**src/rtl/velseq_pkg.sv**
```systemverilog
// velseq_pkg: shared types, widths and the clamped slew step for velocity_sequencer.
// Latency: n/a (types and a combinational helper).
// Backpressure: n/a.
package velseq_pkg;

  localparam int VEL_W   = 8;
  localparam int DWELL_W = 16;

  typedef enum logic [1:0] {
    ST_IDLE  = 2'd0,
    ST_RAMP  = 2'd1,
    ST_DWELL = 2'd2
`ifdef VELSEQ_ESTOP_EN
    ,
    ST_STOP  = 2'd3
`endif
  } state_e;

  // One slew step from vel toward tgt. The difference is taken at VEL_W+1 bits
  // so the 127 <-> -128 swing cannot wrap; when the remaining distance is
  // within one step the result lands exactly on the target.
  function automatic logic [VEL_W-1:0] next_vel(
    input logic [VEL_W-1:0] vel,
    input logic [VEL_W-1:0] tgt,
    input logic [VEL_W-1:0] step
  );
    logic signed [VEL_W:0] diff;
    logic        [VEL_W:0] mag;
    diff = $signed({tgt[VEL_W-1], tgt}) - $signed({vel[VEL_W-1], vel});
    mag  = diff[VEL_W] ? $unsigned(-diff) : $unsigned(diff);
    if (mag <= {1'b0, step}) begin
      return tgt;
    end else if (diff[VEL_W]) begin
      return vel - step;
    end else begin
      return vel + step;
    end
  endfunction

endpackage

```
**src/rtl/velocity_sequencer_tick_prescaler.sv**
```systemverilog
// tick_prescaler: free-running divider producing a one-cycle tick every TICK_DIV cycles.
// Latency: tick is high in the cycle the count equals TICK_DIV-1, then the count wraps.
// Backpressure: none; only reset clears the count.
module tick_prescaler #(
  parameter int TICK_DIV = 2604168
) (
  input  logic cclk,
  input  logic rstb,
  output logic tick
);

  localparam int              CNT_W = (TICK_DIV > 1) ? $clog2(TICK_DIV) : 1;
  localparam logic [CNT_W-1:0] LAST = CNT_W'(TICK_DIV - 1);

  logic [CNT_W-1:0] cnt_q;
  logic [CNT_W-1:0] cnt_d;

  assign tick  = (cnt_q == LAST);
  assign cnt_d = tick ? '0 : cnt_q + CNT_W'(1);

  // Count register; wraps after the tick cycle.
  always_ff @(posedge cclk) begin
    if (!rstb) begin
      cnt_q <= '0;
    end else begin
      cnt_q <= cnt_d;
    end
  end

endmodule

```
**src/rtl/velocity_sequencer.sv**
```systemverilog
// velocity_sequencer: accepts target velocities, slews output by STEP per tick, dwells, then pulses done.
// Latency: busy the cycle after acceptance; one step per TICK_DIV-cycle tick; ready the cycle after done.
// Backpressure: tgt_ready only in IDLE; tgt_valid while busy is ignored (no queueing).
// Optional feature macro: VELSEQ_ESTOP_EN adds the estop port and the STOP state.
module velocity_sequencer
  import velseq_pkg::*;
#(
  parameter int TICK_DIV = 2604168,
  parameter int STEP     = 1
) (
  input  logic               cclk,
  input  logic               rstb,
  input  logic [VEL_W-1:0]   tgt_vel,
  input  logic [DWELL_W-1:0] tgt_dwell,
  input  logic               tgt_valid,
`ifdef VELSEQ_ESTOP_EN
  input  logic               estop,
`endif
  output logic               tgt_ready,
  output logic [VEL_W-1:0]   velocity,
  output logic               at_target,
  output logic               busy,
  output logic               done
);

  localparam logic [VEL_W-1:0] STEP_V = VEL_W'(STEP);

  state_e             state_q;
  logic [VEL_W-1:0]   vel_q;
  logic [VEL_W-1:0]   tgt_q;
  logic [DWELL_W-1:0] dwell_q;
  logic               at_target_q;
  logic               busy_q;
  logic               done_q;

  logic               tick;
  logic [VEL_W-1:0]   slew_tgt;
  logic [VEL_W-1:0]   vel_step_d;

  tick_prescaler #(
    .TICK_DIV (TICK_DIV)
  ) u_prescaler (
    .cclk (cclk),
    .rstb (rstb),
    .tick (tick)
  );

`ifdef VELSEQ_ESTOP_EN
  assign slew_tgt = (state_q == ST_STOP) ? '0 : tgt_q;
`else
  assign slew_tgt = tgt_q;
`endif

  assign vel_step_d = next_vel(vel_q, slew_tgt, STEP_V);

  assign tgt_ready = (state_q == ST_IDLE) & rstb;
  assign velocity  = vel_q;
  assign at_target = at_target_q;
  assign busy      = busy_q;
  assign done      = done_q;

  // Sequencer FSM with registered outputs; done is raised while still in
  // DWELL so that tgt_ready only rises in the cycle after the done pulse.
  always_ff @(posedge cclk) begin
    if (!rstb) begin
      state_q     <= ST_IDLE;
      vel_q       <= '0;
      tgt_q       <= '0;
      dwell_q     <= '0;
      at_target_q <= 1'b0;
      busy_q      <= 1'b0;
      done_q      <= 1'b0;
    end else begin
      done_q <= 1'b0;
`ifdef VELSEQ_ESTOP_EN
      if (estop) begin
        // Abort whatever is running; slewing to zero starts once in STOP.
        state_q     <= ST_STOP;
        busy_q      <= 1'b1;
        at_target_q <= 1'b0;
        if ((state_q == ST_STOP) && tick) begin
          vel_q <= vel_step_d;
        end
      end else begin
`else
      begin
`endif
        case (state_q)
          ST_IDLE: begin
            if (tgt_valid && tgt_ready) begin
              tgt_q   <= tgt_vel;
              dwell_q <= tgt_dwell;
              busy_q  <= 1'b1;
              if (tgt_vel == vel_q) begin
                state_q     <= ST_DWELL;
                at_target_q <= 1'b1;
              end else begin
                state_q <= ST_RAMP;
              end
            end
          end
          ST_RAMP: begin
            if (tick) begin
              vel_q <= vel_step_d;
              if (vel_step_d == tgt_q) begin
                state_q     <= ST_DWELL;
                at_target_q <= 1'b1;
              end
            end
          end
          ST_DWELL: begin
            if (done_q) begin
              state_q     <= ST_IDLE;
              busy_q      <= 1'b0;
              at_target_q <= 1'b0;
            end else if (dwell_q == '0) begin
              done_q <= 1'b1;
            end else if (tick) begin
              dwell_q <= dwell_q - DWELL_W'(1);
            end
          end
`ifdef VELSEQ_ESTOP_EN
          ST_STOP: begin
            if (tick) begin
              vel_q <= vel_step_d;
            end
            if (vel_q == '0) begin
              state_q <= ST_IDLE;
              busy_q  <= 1'b0;
            end
          end
`endif
          default: begin
            state_q <= ST_IDLE;
          end
        endcase
      end
    end
  end

endmodule

```
**config.mk**
```make
export PLATFORM = sky130hd
export DESIGN_NAME = velocity_sequencer
export DESIGN_NICKNAME = d
export VERILOG_FILES = /design/src/rtl/velseq_pkg.sv /design/src/rtl/velocity_sequencer_tick_prescaler.sv /design/src/rtl/velocity_sequencer.sv
export SDC_FILE = /design/constraint.sdc
export NUM_CORES = 1
export LEC_CHECK = 0
export ABC_AREA = 1
export CORE_MARGIN = 5
export CORE_UTILIZATION = 60
export DETAILED_ROUTE_END_ITERATION = 10
export HOLD_SLACK_MARGIN = 0.02
export PLACE_DENSITY = 0.88
export SYNTH_ARGS = -nofsm -noshare
export SYNTH_HDL_FRONTEND = slang
export SYNTH_SLANG_ARGS = --single-unit
```
**constraint.sdc**
```tcl
create_clock -name cclk -period 6.9 [get_ports cclk]
set_input_delay 1.38 -clock cclk [delete_from_list [all_inputs] [get_ports cclk]]
set_output_delay 1.38 -clock cclk [all_outputs]
set_load 0.03 [all_outputs]
```
### Word-level counts from Yosys, hierarchy flattened

Cells that the tools add are included.

| cells by class | value |
|---|---|
| add/subtract/negate cells | 6 |
| multipliers | 0 |
| divide/modulo/power cells | 0 |
| $lt $le $gt $ge | 1 |
| equal/unequal tests | 13 |
| shift-type cells | 0 |
| muxes and demuxes | 23 |
| bitwise gates (word level) | 3 |
| reductions and logical operators | 13 |

Operators with widths:

| kind | number |
|---|---|
| two-way mux 16 bit | 4 |
| case mux 16 bit (2 select lines) | 1 |
| adder 22 x 1 -> 22 bit, second input constant | 1 |
| == test 22 bit, second input constant | 1 |
| == test 8 bit | 2 |
| zero test 16 bit | 1 |
| two-way mux 8 bit | 2 |
| subtractor 16 x 1 -> 16 bit, second input constant | 1 |
| two-way mux 2 bit | 5 |
| <= comparator 9 x 1 -> 1 bit, second input constant | 1 |
| two-way mux 9 bit | 1 |
| negation 9 bit | 1 |
| subtractor 8 x 8 -> 9 bit | 1 |
| adder 8 x 1 -> 8 bit, second input constant | 1 |
| != test 2 x 1 -> 1 bit, second input constant | 4 |
| != test 2 bit, second input constant | 4 |
| subtractor 8 x 1 -> 8 bit, second input constant | 1 |
| two-way mux 1 bit | 7 |
| case mux 2 bit (3 select lines) | 1 |
| AND reduction 6 bit | 1 |
| AND reduction 5 bit | 1 |
| AND reduction 2 bit | 2 |
| AND reduction 4 bit | 1 |
| case mux 1 bit (3 select lines) | 1 |
| other kinds (12) | 13 |

| storage, ports and cells | value |
|---|---|
| register bits after elaboration | 59 |
| bits in latches | 0 |
| RAM bits | 0 |
| bits in read-only memories | 0 |
| output and inout bits | 12 |
| word-level logic and storage cells | 67 |
| memories | 0 |

### Longest topological paths before layout

Gate-level depths: netlist of run 1.

| logic depth | value |
|---|---|
| depth after elaboration | 9 |
| gate-level depth with buffers | 30 |
| depth with buffers taken out | 30 |

### Modules after synthesis

Synthesis of run 1 repeated with hierarchy kept, for this count alone.

| unflattened totals | value |
|---|---|
| cells, all modules | 717 |
| area total of the unflattened synthesis | 4,551.9 sq um |

By module, submodules not included:

| module | times used | cells each | area an instance (sq um) | seq. area each (sq um) |
|---|---|---|---|---|
| velocity_sequencer | 1 | 530 | 3,298.2 | 740.7 |
| tick_prescaler | 1 | 187 | 1,253.7 | 440.4 |

### Worst setup path before layout of run 1

Ideal clock, no wire load.

| timing path | value |
|---|---|
| path kind | register -> register |
| start | register vel_q[0], in the netlist velocity[0] |
| end | register state_q[0] |
| setup time | 109 ps |
| arrival time | 3,457 ps |
| setup slack | 3,334 ps |
| cell stages (with the launch flop) | 29 |
| path buffers | 0 |
| cells stage by stage | dfxtp_1 -> ha_1 -> inv_1 -> fa_1 -> nand2_1 -> nand2_1 -> nand3_2 -> nand3_2 -> nand2_4 -> inv_4 -> ha_1 -> inv_1 -> o21bai_1 -> a31oi_1 -> nor2_1 -> nor2_1 -> o21bai_1 -> xnor2_1 -> inv_1 -> nand2_2 -> nand2_1 -> nand2_1 -> nand2_1 -> nor2_1 -> nand2_1 -> nand2_2 -> nand3_1 -> nand2_1 -> inv_1 |

| on the way | value |
|---|---|
| longest elaborated chain between the ends | 8 |
| elaborated cells between the ends (all ways) | 15 |
| classes of those cells | add/sub: 4; order compare: 1; eq/ne: 3; mux: 6; reduce/logical: 1 |

RTL lines:

| what | RTL line | RTL |
|---|---|---|
| start, declared | velocity_sequencer.sv:29 | `logic [VEL_W-1:0] vel_q;` |
| start signal, assigned | velocity_sequencer.sv:104 | `vel_q <= vel_step_d;` |
| subtractor 8 x 8 -> 9 bit | velseq_pkg.sv:29 | `diff = $signed({tgt[VEL_W-1], tgt}) - $signed({vel[VEL_W-1], vel});` |
| negation 9 bit | velseq_pkg.sv:30 | `mag = diff[VEL_W] ? $unsigned(-diff) : $unsigned(diff);` |
| two-way mux 9 bit | velseq_pkg.sv:30 |  |
| <= comparator 9 x 1 -> 1 bit | velseq_pkg.sv:31 | `if (mag <= {1'b0, step}) begin` |
| two-way mux 8 bit | velseq_pkg.sv:31 |  |
| == test 8 bit | velocity_sequencer.sv:105 | `if (vel_step_d == tgt_q) begin` |
| != test 2 bit (no source line) | -- |  |
| AND reduction 4 bit (no source line) | -- |  |
| end signal, assigned | velocity_sequencer.sv:98 | `state_q <= ST_RAMP;` |
| end signal, assigned | velocity_sequencer.sv:106 | `state_q <= ST_DWELL;` |
| end signal, assigned | velocity_sequencer.sv:113 | `state_q <= ST_IDLE;` |
| end, declared | velocity_sequencer.sv:28 | `state_e state_q;` |

Parallel ways exist; a longest one is shown, timed or not. The select of a mux whose other input is x is not followed.
A chain may end at the register's enable or synchronous reset.

### Worst setup path after layout of run 1

| timing path | value |
|---|---|
| start | input rstb |
| end | output tgt_ready |

| on the way | value |
|---|---|
| longest elaborated chain between the ends | 1 |

RTL lines:

| what | RTL line | RTL |
|---|---|---|
| start, declared | velocity_sequencer.sv:12 | `input logic rstb,` |
| bitwise AND 1 bit | velocity_sequencer.sv:56 | `assign tgt_ready = (state_q == ST_IDLE) & rstb;` |
| end, declared | velocity_sequencer.sv:19 | `output logic tgt_ready,` |

Every way passes these cells.

==> summary.md, run 1 <==
| Metric | Value |
|---|---|
| Outcome | complete, no violations |
| Die area | 8890 sq um |
| Pre-antenna DRT Iters | 5 |
| Synth Register Bits | just under 60 |
| Synth Flop Type | dfxtp_1 |
| Fin. max-slew vios | 0 |
| Final core utilization | 0.713 |
| Final Setup Violations | 0 |
| Port-buffer cells | 38 |
| Vias in the first global route | 4154 |
| Ys async rst share | 0 |
| First-pass GRT wire length | 17700 um |
| Largest net degree at the start of global routing | 31 |
| Core box area | 6870 sq um |
| RSZ-0062 raised after global routing | false |
| Vias | 4512 |
| Fin Hold WS | 0.450 ns |
| Post-synth top area share | 0.277 |
| Dpl hpwl | between 7000 and 8000 um |
| Synthesized area per cell | 6.21 sq um |
| Syn nets | 732 |
| Final Cell Area | approximately 4900 sq um |
| Warnings from Yosys | 0 |
| Die H | 94.3 um |
| Drc violations | 0 |
| Hold Path Class | register to register |
| CTS buffer count | 9 |
| Synth Instances | 686 |
| Critical Path Start Type | input port |
| Leakage | 2.22 nW |
| Critical Path End Type | primary output |
| Maximum VDD drop | 0.000169 V |
| R2R setup slack | 2.90 ns |
| Post-DP Area | 4690 sq um |
| Area growth, synth to finish | 14.9% |
| Total wire length | 10600 um |
| Yosys top cell by area | dfxtp_1 |
| R2R Path Start | velocity[0]$_SDFFE_PN0P_ |
| Max_cap viols | 0 |
| Initial core utilization | 0.620 |
| Final period util | 0.683 |
| Finished Layout Cells | 821 |
| Post-route setup TNS | 0 ns |
| Pin slew with the least headroom to its limit | 0.678 ns |
| GRT Util Overall | 0.246 |
| Placed Instances | 805 |
| Mapped Area | 4260 sq um |
| Root buffer cell | clkbuf_8 |
| Worst Setup EP | tgt_ready |
| EDFF count, synth | 0 |
| Clock skew | 0.0117 ns |
| Die extent in x | approximately 94 um |
| Setup bufs post-CTS | 0 |
| Worst R2R Path Depth | 27 |
| Crit path max fanout | 27 |
| CTS tree | yes |
| Worst-path clk slew | about 0.060 ns |
| Vias per cell | 5.50 |
| Post-synthesis cell type count | 39 |
| Gr ovfl total | 0 |
| CTS hold repair buffers | 0 |
| R2R Path End | at_target$_SDFFE_PN0P_ |
| Crit path time final | about 4.7 ns |
| Seq/Total Area, Yosys | 0.277 |
| I/O pins | 39 |
| Hold Violations, Final | 0 |
| Gp weighted congestion | between 0.8 and 0.9 |
| Power Dens Cells | between 200 and 250 nW/um^2 |
| Nets | 766 |
| DR WL/cell | 12.9 um |
| Relative slew slack | 0.547 |
| FMAX | 212 MHz |
| DR iter-0 viols | 255 |
| Diode count | 0 |
| Worst path required time | around 5.5 ns |
| Initial antenna violation count | 0 |
| Std-Cell Rows | 30 |
| CP Data Arrival Time | 3.33 ns |
| Clk sinks | between 50 and 60 |
| CP startpoint | rstb |
| CTS HTree Levels | 3 |
| Post-cts sizing count | 0 |
| Routed Antenna Nets | 0 |
| Worst hold start | u_prescaler.cnt_q[0]$_SDFF_PP0_ |
| Clk_lat worst skew | approximately 0.34 ns |
| Bufs on Longest Clock Path | 2 |
| Worst Setup Path Type | input port to primary output |
| Synth top area cells | dfxtp_1 28%, nand2_1 13%, inv_1 11% |
| Layout cell share with drive strength beyond 1 | 0.0428 |
-- stage by stage --
| stage | total power, W | setup slack (ns) |
|---|---|---|
| 2_1_floorplan | 0.000713 | 3.33 |
| 3_3_place_gp | 0.000778 | 2.24 |
| 3_5_place_dp | 0.000799 | 2.23 |
| 4_1_cts | 0.00112 | 2.21 |
| 5_1_grt | 0.00121 | 2.10 |
| 6_report | 0.00113 | 2.19 |
-- cells in the final DEF (no fill, tap or decap), drive strengths merged, types with 2 or more instances in the layout --
master           n
a211oi           2
a21oi           53
a31oi            6
clkbuf          12
clkdlybuf4s50   38
clkinv           4
dfxtp           59
fa               2
ha              17
inv            125
nand2          153
nand3           60
nand3b           2
nand4           11
nor2            65
nor3            15
nor3b            4
nor4            11
o21a             2
o21ai           49
o21bai           4
o22ai            4
xnor2           10
xor2            10
-- final cells by class --
type	instances	area, sq um
tap	96	120
clock inverter	4	48.8
sequential	59	1180
fill	554	1970
inverter	126	475
multi-input combinational	485	2530
clock buffer	12	155
timing repair buffer	39	388
-- power by group --
part	switching [W]	total, W	leakage, nW	internal (W)
Sequential	0.0000232	0.000389	0.481	0.000365
Clock	0.000140	0.000326	0.106	0.000186
Combinational	0.000268	0.000415	1.63	0.000147
-- per-layer routing --
metal / GRT usage / part of all wire / up-vias / wire length (um)
met5: 0 / 0 / - / 0
met4: 0.0890 / 0.018 / 0 / 191
met3: 0.0401 / 0.052 / 21 / 550
met2: 0.410 / 0.47 / 143 / 5020
met1: 0.320 / 0.46 / 2060 / 4830
li1: - / - / 2288 / -
-- state kept, by name, indices dropped and copies added, names as in the netlist --
| register | count |
|---|---|
| at_target | 1 |
| busy | 1 |
| done | 1 |
| dwell_q | 16 |
| slew_tgt | 8 |
| state_q | 2 |
| u_prescaler.cnt_q | 22 |
| velocity | 8 |
-- worst max-delay path: stages --
cell and delay [ns]:
clkdlybuf4s50_1 0.45, buf_4 0.27, inv_1 0.29, nor2_1 0.23
clkdlybuf4s50_1 0.70
-- kinds of logic (layout without fill, tap and decap cells) --
logic type,after synthesis,count (layout),synth area share
buf+inv,142,181,0.129
compound gates,123,123,0.156
xor+xnor,20,20,0.0411
fa+ha+maj,19,19,0.0593
simple gates,323,323,0.337
flops,59,59,0.277
-- cell usage after synthesis, types with 2 or more instances --
cell      instances
nand3_1          56
a21oi_2           2
xnor2_1          10
nor3_1           15
nand2_1         149
fa_1              2
o21ai_0          49
nor4_1           10
clkbuf_1         12
nand4_1          11
buf_6             2
a21oi_1          51
nor3b_1           4
nand3b_1          2
nand3_2           4
inv_1           123
xor2_1           10
o21bai_1          4
a211oi_1          2
nor2_2            2
nand2_2           3
nor2_1           63
o22ai_1           4
a31oi_1           6
dfxtp_1          59
ha_1             17
o21a_1            2
-- how the worst min path moves through the flow --
stage	slack, ns	depth (start not counted)	end
after floorplan	0.42	1	u_prescaler.cnt_q[0]$_SDFF_PP0_
after global placement	0.43	1	u_prescaler.cnt_q[0]$_SDFF_PP0_
after detailed placement	0.44	1	u_prescaler.cnt_q[0]$_SDFF_PP0_
after CTS	0.46	1	u_prescaler.cnt_q[0]$_SDFF_PP0_
after global routing	0.48	1	u_prescaler.cnt_q[0]$_SDFF_PP0_
final	0.45	1	u_prescaler.cnt_q[0]$_SDFF_PP0_
No activity file was read; power rests on OpenSTA's default activity.
==> run 2: changes to the inputs <==
--- a/config.mk
+++ b/config.mk
@@ -7,10 +7,10 @@
 export LEC_CHECK = 0
 export ABC_AREA = 1
 export CORE_MARGIN = 5
-export CORE_UTILIZATION = 60
+export CORE_UTILIZATION = 53
 export DETAILED_ROUTE_END_ITERATION = 10
 export HOLD_SLACK_MARGIN = 0.02
-export PLACE_DENSITY = 0.88
+export PLACE_DENSITY = 0.82
 export SYNTH_ARGS = -nofsm -noshare
 export SYNTH_HDL_FRONTEND = slang
 export SYNTH_SLANG_ARGS = --single-unit
==> constraint.sdc (replaced) <==
create_clock -name cclk -period 4 [get_ports cclk]
set_input_delay 0.8 -clock cclk [delete_from_list [all_inputs] [get_ports cclk]]
set_output_delay 0.8 -clock cclk [all_outputs]
set_load 0.03 [all_outputs]
==> run 2 against run 1 <==
Setup slack got worse by 1.9 ns. Flip-flop and latch count did not move. Highest routed layer unchanged. Clock skew rose by 0.0023 ns. Design area rose by 0.72%. Largest cell class unchanged. Global-route usage fell by 2.1 points. Core utilization fell by 7.8 points. Total power rose by 68%. Largest power group unchanged.
==> summary.md, run 2 (synthesized netlist as in run 1, its figures left out) <==
| Metric | Value |
|---|---|
| Gp weighted congestion | 0.949 (was 0.885) |
| Drc violations | 0 (unchanged) |
| FMAX | between 200 and 300 MHz |
| Die extent in x | 99.7 um (was 94.3 um) |
| Routed Antenna Nets | 0 (unchanged) |
| Hold path cells | 1 (unchanged) |
| Final period util | 0.926 |
| Initial antenna violation count | 0 (unchanged) |
| Max incr delay on CP | 0.44 ns (was 0.70 ns) |
| GRT Util Overall | 0.225 (was 0.246) |
| R2R setup slack | 0.30 ns (was 2.90 ns) |
| Layout cell share with drive strength beyond 1 | 0.0575 (was 0.0428) |
| Diode count | 0 (unchanged) |
| Leakage | 2.22 nW (about the same) |
| Pre-antenna DRT Iters | 5 (unchanged) |
| Power Dens Cells | 384 nW/um^2 (was 231 nW/um^2) |
| CTS tree | yes (unchanged) |
| Worst Setup Path Type | register to register (was input port to primary output) |
| Critical Path End Type | register (was primary output) |
| Final Setup Violations | 0 (unchanged) |
| Top reg by flops | u_prescaler.cnt_q (unchanged) |
| Commonest non-fill, non-tap cell in the layout | nand2_1 (unchanged) |
| CTS hold repair buffers | 0 (unchanged) |
| Fin. max-slew vios | 0 (unchanged) |
| DR WL/cell | 13.2 um (was 12.9 um) |
| CP Data Arrival Time | 3.95 ns (was 3.33 ns) |
| R2R Path Start | velocity[1]$_SDFFE_PN0P_ (was velocity[0]$_SDFFE_PN0P_) |
| Pin slew with the least headroom to its limit | 0.667 ns (was 0.678 ns) |
| Most common cell on crit path | nand2_1 (was clkdlybuf4s50_1) |
| Clock skew | 0.0140 ns (was 0.0117 ns) |
| I/O pins | 39 (unchanged) |
| CTS buffer count | 9 (unchanged) |
| Worst hold start | u_prescaler.cnt_q[0]$_SDFF_PP0_ (unchanged) |
| Root buffer cell | clkbuf_8 (unchanged) |
| Worst path required time | 4.25 ns (was 5.52 ns) |
| Gr ovfl total | 0 (unchanged) |
| Vias in the first global route | 4148 (was 4154) |
| Hold Path Sink | u_prescaler.cnt_q[0]$_SDFF_PP0_ (unchanged) |
| Area growth, synth to finish | 15.7% (was 14.9%) |
| Crit path max fanout | 11 (was 27) |
| DR iter-0 viols | 244 (was 255) |
| Top flop regs | u_prescaler.cnt_q x22, dwell_q x16 (unchanged) |
| Std-Cell Rows | 32 (was 30) |
| Crit path time final | 3.70 ns |
| R2R Path End | state_q[0]$_SDFFE_PN0P_ (was at_target$_SDFFE_PN0P_) |
| Most frequent cells in the layout | 149 x nand2_1, 121 x inv_1, 63 x nor2_1, 58 x dfxtp_1, 56 x nand3_1 (was 149 x nand2_1, 123 x inv_1, 63 x nor2_1, 59 x dfxtp_1, 56 x nand3_1) |
| Max_cap viols | 0 (unchanged) |
| CTS HTree Levels | 3 (unchanged) |
| Largest net degree at the start of global routing | 31 (unchanged) |
| Fin Hold WS | 0.451 ns (was 0.450 ns) |
| Critical Path Start Type | register (was input port) |
| Worst-path clk slew | 0.07 ns (was 0.06 ns) |
| Core box area | 7770 sq um (was 6870 sq um) |
| Die H | 99.7 um (was 94.3 um) |
| Initial core utilization | 0.549 (was 0.620) |
| Outcome | complete, no violations (unchanged) |
| Nets | 771 (was 766) |
| Clk sinks | 59 (unchanged) |
| Hold Path Class | register to register (unchanged) |
| Relative slew slack | 0.554 (was 0.547) |
| Worst R2R Path Depth | 27 (unchanged) |
| Final worst slack | 0.297 ns (was 2.19 ns) |
| Number of flip-flops in the largest register | 22 (unchanged) |
| Vias per cell | 5.44 (was 5.50) |
| Pre-CTS setup slack | 0.271 ns (was 2.23 ns) |
| Maximum VDD drop | 0.000231 V (was 0.000169 V) |
| Dpl hpwl | 8250 um (was 7840 um) |
| Vias | 4530 (was 4512) |
| Hold Violations, Final | 0 (unchanged) |
| Clk_lat worst skew | 0.35 ns (was 0.34 ns) |
| Die area | 9930 sq um (was 8890 sq um) |
| First-pass GRT wire length | 18500 um (was 17700 um) |
| Slowest CP cell | fa_2 (was clkdlybuf4s50_1) |
| Bufs on Longest Clock Path | 2 (unchanged) |
| Port-buffer cells | 38 (unchanged) |
| Total wire length | 11000 um (was 10600 um) |
## run 2: cell types whose count changed in the layout (fill, tap and decap cells not counted), moves of 2 or more
cell        previous run  this run
buf_4                  1         6
clkinvlp_4             0         2
inv_1                123       121
inv_2                  1         3
inv_6                  0         2
## run 2: through the flow
step           instances  cell area (sq um)  power [W]  setup TNS, ns  utilization
2_1_floorplan        686               4260    0.00123              0            -
3_3_place_gp         815               4730    0.00136              0        0.609
3_5_place_dp         815               4730    0.00138              0        0.609
4_1_cts              831               4910    0.00189              0        0.632
5_1_grt              832               4930    0.00204         -0.101        0.635
6_report             832               4930    0.00190              0        0.635
## run 2: critical path: cells and delay by family, from the launching register on
family                     cells  cell delay (ns)
and+or+nand+nor               16             1.36
adders and majority gates      2             0.77
buffers and inverters          5             0.43
DFF                            1             0.41
AOI/OAI and AO/OA              3             0.38
xor gates and xnor gates       1             0.22
## run 2: layout make-up
type	count	area, sq um
Fill cell	709	2840
Multi-Input combinational cell	485	2540
Sequential cell	59	1180
Inverter	126	478
Timing Repair Buffer	44	425
Clock buffer	11	141
Tap cell	102	128
Clock inverter	5	37.5
## run 2: what timing repair did
action                                  4_1_cts  5_1_grt
buffers inserted                              0        1
gates resized for setup                       0        7
endpoints found under the setup margin        0        3
## run 2: how the worst max path moves through the flow
stage	start	end	slack (ns)	cells past startpoint
after floorplan	velocity[0]$_SDFFE_PN0P_	state_q[0]$_SDFFE_PN0P_	0.43	28
after global placement	slew_tgt[0]$_SDFFE_PN0P_	state_q[0]$_SDFFE_PN0P_	0.46	29
after detailed placement	slew_tgt[0]$_SDFFE_PN0P_	state_q[0]$_SDFFE_PN0P_	0.27	29
after CTS	slew_tgt[0]$_SDFFE_PN0P_	state_q[0]$_SDFFE_PN0P_	0.23	29
after global routing	slew_tgt[0]$_SDFFE_PN0P_	at_target$_SDFFE_PN0P_	-0.06	29
final	velocity[1]$_SDFFE_PN0P_	state_q[0]$_SDFFE_PN0P_	0.30	27
## run 2: metal layers
layer  share of wire  track usage
met3           0.074       0.0449
met1            0.45        0.302
met2            0.46        0.365
met5               0            0
met4           0.015       0.0672
## run 2: power breakdown
group | switching (W) | internal (W)
Sequential | 0.0000415 | 0.000630
Combinational | 0.000465 | 0.000257
Clock | 0.000257 | 0.000244
Total | 0.000764 | 0.00113
